===== config.mk =====
export PLATFORM = sky130hd
export DESIGN_NAME = rr_lane_fifo_flat
export DESIGN_NICKNAME = d
export VERILOG_FILES = /design/src/rtl/rr_lane_fifo_if.sv /design/src/rtl/rr_lane_fifo.sv /design/src/flat_wrapper.sv
export SDC_FILE = /design/constraint.sdc
export NUM_CORES = 1
export LEC_CHECK = 0
export ABC_AREA = 1
export BUFFER_PORTS_ARGS = -buffer_cell sky130_fd_sc_hd__buf_2
export CAP_MARGIN = 15
export CORE_ASPECT_RATIO = 0.7
export CORE_UTILIZATION = 55
export CTS_CLUSTER_DIAMETER = 100
export DETAILED_ROUTE_END_ITERATION = 6
export GPL_ROUTABILITY_DRIVEN = 0
export PLACE_DENSITY = 0.75
export SLEW_MARGIN = 20
export SYNTH_ARGS = -nofsm -noshare
export SYNTH_HDL_FRONTEND = slang
export SYNTH_SLANG_ARGS = --single-unit

===== constraint.sdc =====
create_clock -name clk -period 3.3 [get_ports clk]
set_input_delay 0.165 -clock clk [delete_from_list [all_inputs] [get_ports clk]]
set_output_delay 0.165 -clock clk [all_outputs]
set_load 0.02 [all_outputs]

===== src/rtl/rr_lane_fifo_if.sv =====
// Handshake bundle for rr_lane_fifo: write side, read side and level flags.
interface rr_lane_fifo_if #(
   parameter int WID = 32,
   parameter int CW  = 4
);
   logic           flush;
   logic           writex;
   logic [WID-1:0] wdata;
   logic           wfull;
   logic           readx;
   logic [WID-1:0] rdata;
   logic           rempty;
   logic [CW-1:0]  count;
   logic           afull;

   modport master (
      output flush, writex, wdata, readx,
      input  wfull, rdata, rempty, count, afull
   );

   modport slave (
      input  flush, writex, wdata, readx,
      output wfull, rdata, rempty, count, afull
   );
endinterface


===== src/rtl/rr_lane_fifo.sv =====
// Round-robin lane-interleaved FIFO. Entry k of the stream lives in lane
// k mod LANES; each lane is a small circular buffer with its own indices.
// Write and read pointers pick the lane, lane indices pick the slot.
module rr_lane_fifo #(
   parameter int WID      = 32,
   parameter int LANES    = 4,
   parameter int LDEPTH   = 2,
   parameter int AFULL_TH = LANES*LDEPTH-1
) (
   input logic           clk,
   input logic           rst,
   rr_lane_fifo_if.slave bus
);
   localparam int D  = LANES*LDEPTH;
   localparam int CW = $clog2(D+1);
   localparam int LW = $clog2(LANES);
   localparam int IW = (LDEPTH > 1) ? $clog2(LDEPTH) : 1;

   logic [WID-1:0]            r_mem [LANES][LDEPTH];
   logic [LW-1:0]             r_wptr, r_rptr;
   logic [LANES-1:0][IW-1:0]  r_widx, r_ridx;
   logic [CW-1:0]             r_count;

   logic w_full, w_empty, w_wr, w_rd;

   function automatic logic [IW-1:0] f_inc(input logic [IW-1:0] v);
      return (v == IW'(LDEPTH-1)) ? '0 : v + IW'(1);
   endfunction

   // Flags decode the registered level only; no path from writex/readx.
   assign w_full  = (r_count == CW'(D));
   assign w_empty = (r_count == '0);
   assign w_wr    = bus.writex & ~w_full  & ~bus.flush & ~rst;
   assign w_rd    = bus.readx  & ~w_empty & ~bus.flush & ~rst;

   assign bus.wfull  = w_full;
   assign bus.rempty = w_empty;
   assign bus.afull  = (r_count >= CW'(AFULL_TH));
   assign bus.count  = r_count;
   // Stale storage is masked while empty, so the array needs no reset.
   assign bus.rdata  = w_empty ? '0 : r_mem[r_rptr][r_ridx[r_rptr]];

   // Pointer, lane-index and level update; reset and flush clear identically.
   always_ff @(posedge clk) begin
      if (rst || bus.flush) begin
         r_wptr  <= '0;
         r_rptr  <= '0;
         r_widx  <= '0;
         r_ridx  <= '0;
         r_count <= '0;
      end else begin
         if (w_wr) r_wptr <= r_wptr + LW'(1);
         if (w_rd) r_rptr <= r_rptr + LW'(1);
         for (int l = 0; l < LANES; l++) begin
            if (w_wr && r_wptr == LW'(l)) r_widx[l] <= f_inc(r_widx[l]);
            if (w_rd && r_rptr == LW'(l)) r_ridx[l] <= f_inc(r_ridx[l]);
         end
         case ({w_wr, w_rd})
            2'b10:   r_count <= r_count + CW'(1);
            2'b01:   r_count <= r_count - CW'(1);
            default: r_count <= r_count;
         endcase
      end
   end

   // Storage write into the selected lane slot.
   always_ff @(posedge clk) begin
      if (w_wr) r_mem[r_wptr][r_widx[r_wptr]] <= bus.wdata;
   end
endmodule


===== src/flat_wrapper.sv =====
// flat-port wrapper written by rule: the top's interface ports become plain ports
module rr_lane_fifo_flat 
#(
   parameter int WID      = 32,
   parameter int LANES    = 4,
   parameter int LDEPTH   = 2,
   parameter int AFULL_TH = LANES*LDEPTH-1
)
  (clk, rst, bus_flush, bus_writex, bus_wdata, bus_readx, bus_wfull, bus_rdata, bus_rempty, bus_count, bus_afull);
  rr_lane_fifo_if #(.WID(WID), .CW(4)) bus_i ();
  input logic clk;
  input logic rst;
  input wire logic [$bits(bus_i.flush)-1:0] bus_flush;
  input wire logic [$bits(bus_i.writex)-1:0] bus_writex;
  input wire logic [$bits(bus_i.wdata)-1:0] bus_wdata;
  input wire logic [$bits(bus_i.readx)-1:0] bus_readx;
  output wire logic [$bits(bus_i.wfull)-1:0] bus_wfull;
  output wire logic [$bits(bus_i.rdata)-1:0] bus_rdata;
  output wire logic [$bits(bus_i.rempty)-1:0] bus_rempty;
  output wire logic [$bits(bus_i.count)-1:0] bus_count;
  output wire logic [$bits(bus_i.afull)-1:0] bus_afull;
  assign bus_i.flush = bus_flush;
  assign bus_i.writex = bus_writex;
  assign bus_i.wdata = bus_wdata;
  assign bus_i.readx = bus_readx;
  assign bus_wfull = bus_i.wfull;
  assign bus_rdata = bus_i.rdata;
  assign bus_rempty = bus_i.rempty;
  assign bus_count = bus_i.count;
  assign bus_afull = bus_i.afull;
  rr_lane_fifo #(.WID(WID), .LANES(LANES), .LDEPTH(LDEPTH), .AFULL_TH(AFULL_TH)) u_core (.clk(clk), .rst(rst), .bus(bus_i));
endmodule

---- After elaboration in Yosys (flattened, before gate mapping) ----
Memories as Yosys holds them, arrays and structs flattened. A register that Yosys moved wholly into a read port is not among the register bits.
Cells that the tools add are included.
storage, ports and cells
  logic and storage cells ................. 88
  RAM bits ................................ 256
  flip-flop bits (word level) ............. 16
  memories kept ........................... 1
  input bits .............................. 37
cells by class
  mux-type cells .......................... 23
  equality and inequality tests ........... 9
  reduce and logical (&&, ||, !) cells .... 14
  bitwise logic cells ..................... 12
  $lt $le $gt $ge ......................... 6
  add/subtract/negate cells ............... 12
memory list
  memory        depth  width  read ports  clocked after memory_dff  write ports  line                RTL
  u_core.r_mem  4      64     1           1                         1            rr_lane_fifo.sv:19  logic [WID-1:0] r_mem [LANES][LDEPTH];
operators with widths
  cell                 count
  $mux 32              5
  $mux 64              1
  $demux 32 s1         1
  $mux 1               11
  $eq 2x2->1 const B   5
  $logic_and 1x1->1    9
  $add 1x1->1 const B  8
  $pmux 4 s2           1
  $and 1x1->1          6
  $eq 2x1->1 const B   3
  $lt 2x3->1 const B   2
  $add 2x1->2 const B  2
  $add 4x1->4 const B  1
  $bmux 1 s2           2
  $eq 4x4->1 const B   1
  $ge 2x2->1 const B   2
  $ge 4x3->1 const B   1
  $logic_not 2->1      2
  $logic_not 4->1      1
  $mux 2               2
  $not 1->1            4
  $not 1->2            2
  $sub 4x1->4 const B  1
  $lt 2x1->1 const B   1
  other kinds (2)      2

---- Depth between registers and ports, before layout ----
  depth after elaboration ................. 8
  gate-level depth with buffers ........... 15
  mapped depth without buffers ............ 15

---- Worst setup path after synthesis ----
Ideal clock, no wire load.
  kind .................................... reg-to-reg
  from .................................... reg u_core.r_count[2] (netlist: u_core.bus.count[2])
  to ...................................... mem u_core.r_mem[0][32] in the netlist's numbering (enable)
  setup time .............................. 0.421 ns
  period minus slack after synthesis ...... 2.656 ns
  data arrival time ....................... 2.235 ns
  buffers on the path ..................... 0
  stages on the path, launching flop included .. 5
  data required time ...................... 2.879 ns
  path slack .............................. 0.644 ns
  cell sequence ........................... dfxtp_1 inv_1 nand3_2 nand4_1 nor2_1
between the ends
  longest elaborated chain between the ends .. 7
ends and longest elaborated chain
  what                           line                RTL
  start, declared                rr_lane_fifo.sv:22  logic [CW-1:0] r_count;
  start signal, assigned         rr_lane_fifo.sv:59  2'b10: r_count <= r_count + CW'(1);
  start signal, assigned         rr_lane_fifo.sv:60  2'b01: r_count <= r_count - CW'(1);
  start signal, assigned         rr_lane_fifo.sv:61  default: r_count <= r_count;
  $eq 4x4->1                     rr_lane_fifo.sv:31  assign w_full = (r_count == CW'(D));
  $not 1->1                      rr_lane_fifo.sv:33  assign w_wr = bus.writex & ~w_full & ~bus.flush & ~rst;
  $and 1x1->1 (3 in series)      rr_lane_fifo.sv:33
  $mux 1                         rr_lane_fifo.sv:68  if (w_wr) r_mem[r_wptr][r_widx[r_wptr]] <= bus.wdata;
  $mux 64 (implied by the code)  rr_lane_fifo.sv:68
  end, declared                  rr_lane_fifo.sv:19
Every way passes these cells.

==> impl_metrics.tcl <==
set metrics [dict create \
    h-tree-depth 1 \
    holdPathStages 3 \
    outcome "finished, final reports clean" \
    synth_fp_nets 1010 \
    p_clk_share_pct 39.1 \
    synthToLayoutAreaGrowth_pct 15.6 \
    slew_violations 0 \
    drtPass1Iterations 5 \
    fp-row-count 43 \
    dp_hpwl_mm 12.8 \
    finalInstanceArea_sq_mm 0.0130 \
    drive_above_1_share_pct 13.3 \
    core_sq_mm 0.0199 \
    synthCells 962 \
    total_power_uw 6960 \
    period_minus_slack_ns 2.85 \
    wl_mm 23.4 \
    cts-root-buf "clkbuf_16" \
    power_density_mw_per_mm2 536 \
    irDropWorstVdd_v 0.000486 \
    ant_nets 0 \
    post_cts_buffers 0 \
    ios 76 \
    fp.dieW_um 173 \
    cts_tree "done" \
    start_kind "flip-flop" \
    tightestPinTransition_ns 0.694 \
    cts_buffer_depth 3 \
    vias 7440 \
    fmax_mhz 350 \
    p_leak_uw 0.00480 \
    max_cap_violations 0 \
    syn_area_per_cell_sq_um 11.7 \
    seq_area_frac_synth_pct 71.7 \
    die_y_um 122 \
    grt.overflow.total 0 \
    drc_errors 0 \
    path_max_fanout 39 \
    grt_pass1_wl_mm 37.4 \
    drt_iter0_drc 672 \
    worst-endpoint-required_ns 3.13 \
    post_dp_cell_area_sq_mm 0.0119 \
    n_antenna_cell 0 \
    combPwrFrac_pct 5.8 \
    period_share_pct 86.5 \
    async_flop_share_pct 0 \
    fin_tns_setup_ns 0 \
    nNetsFinal 1109 \
    cts_sinks 274 \
    hold_slack_ns 0.0354 \
    cts_buffers 25 \
    p_seq_share_pct 55.1 \
    path_class "reg -> out" \
    setup_violations 0 \
    ys.flop_type "edfxtp_1" \
    insertion_delay_ns 0.52 \
    grt_start_max_net_pins 129 \
    yosys.area.top_type "edfxtp_1" \
    fin_util_pct 65.2 \
    ys_types 28 \
    clkTransAtPathRegs_ns 0.06 \
    track_usage_pct 22.8 \
    synth.area.top_cells "edfxtp_1 (69%), nand2_1 (8.0%), nor2_1 (4.9%), nand3_1 (3.3%), dfxtp_1 (3.2%)" \
    grt_setup_unrepaired "false" \
    via_per_inst 5.52 \
    reg2regPathDepth 7 \
    holdCritPathClass "in -> reg" \
    hold_violations 0 \
    synth_top_area_share_pct 68.5 \
    grt_pass1_vias 7124 \
    power.switching_uw 1490 \
    port_buffers 75 \
    routedWlPerCell_um 17.4 \
    syn-cell-area_sq_mm 0.0112 \
    synth_warnings 0 \
    slew_headroom_pct 53.6 \
    synth_edf_count 256 \
    finClkSkew_ns 0.0195 \
    start_util_pct 56.4 \
    crit_path_end_kind "primary output" \
    swShare_pct 21.4 \
    ys_ff_latch 274 \
    die-area_sq_mm 0.0210 \
    antenna_found_initial 0 \
    p_int_uw 5470 \
    cp.arrival_ns 2.69 \
]
synth_stat cells, types with 4 or more instances:
cell type and instances:
edfxtp_1 256, nand2_1 240, nor2_1 145, nand3_1 75, o21ai_0 43, o21ai_1 32
o22ai_1 32, inv_1 22, buf_2 20, dfxtp_1 18, a21oi_1 17, clkbuf_1 13
buf_6 12, ha_1 11, buf_4 4, nand4_1 4
power by group through the flow:
stage / Combinational, uW / Clock [uW] / Sequential (uW)
6_report: 407 / 2720 / 3830
5_1_grt: 449 / 2890 / 3830
4_1_cts: 408 / 2760 / 3830
3_5_place_dp: 375 / 0 / 3900
3_3_place_gp: 366 / 0 / 3900
2_1_floorplan: 229 / 0 / 3900
sequential cells by signal, indices dropped and copies added (netlist names), named ones only:
name	cells
u_core.r_rptr	2
u_core.r_widx	4
u_core.r_ridx	4
u_core.bus.count	4
u_core.r_wptr	2
u_core.r_mem	256
routing by layer:
metal	up-vias	global-route usage, %	wire length [um]
met5	-	0	0
met3	28	3.92	1800
met1	3556	33.4	10600
met4	0	5.09	349
met2	299	36.0	10700
li1	3557	-	-
path summary, 6_finish.rpt:
check	from	to	slack (ns)
worst max-delay path	flip-flop	bus_rdata[3]	0.45
worst min-delay path	bus_writex	u_core.r_wptr[0]$_SDFFE_PP0P_	0.04
worst max register to register	u_core.r_wptr[1]$_SDFFE_PP0P_	u_core.r_mem[2][51]$_DFFE_PP_	1.04
worst min register to register	u_core.r_widx[0]$_SDFFE_PP0P_	u_core.r_widx[0]$_SDFFE_PP0P_	0.47
final cells by class:
class,count,area (sq um)
clock buffers,32,672
clock inverters,13,93.8
fillers,1509,6930
inverters,24,92.6
multi-input cells,611,2810
flip-flops and latches,274,8050
well taps,270,338
repair buffers,125,921
placed cells by master, fill, tap and decap left out, drive strengths merged:
cell and count:
nand2 241, bufinv 1, clkinv 9, a21oi 17, buf 92, o31ai 1, inv 25, edfxtp 256
xnor2 2, nand4 4, a211oi 1, o21ai 75, dlygate4sd3 33, nor2 146, nand3b 2, nand3 76
o22ai 32, ha 11, clkinvlp 2, xor2 3, clkbuf 32, dfxtp 18
through the flow:
stage	setup slack (ns)	std cells
after global routing	0.235	1349
after detailed placement	0.654	1271
after CTS	0.465	1349
final	0.445	1349
after global placement	0.711	1271
after floorplan	0.644	962
worst max-delay path, cell delays in order, from the launching register on:
cell	delay, ns
dfxtp_2	0.71
inv_2	0.41
buf_12	0.30
nand3_1	0.11
nand2_1	0.06
nand2_1	0.07
nand2_1	0.06
nor2_1	0.19
buf_2	0.20
timing repair:
action / CTS / global route
hold buffers: 33 / 0
gates resized for setup: 0 / 0
hold endpoints to repair: 257 / 0
logic make-up after synthesis:
family	share of synthesized area, %
compound gates	6.02
xor+xnor	0.390
fa+ha+maj	1.23
buf+inv	3.86
flops	71.7
simple gates	16.8
Note: power is estimated with default switching activity, not from simulation.
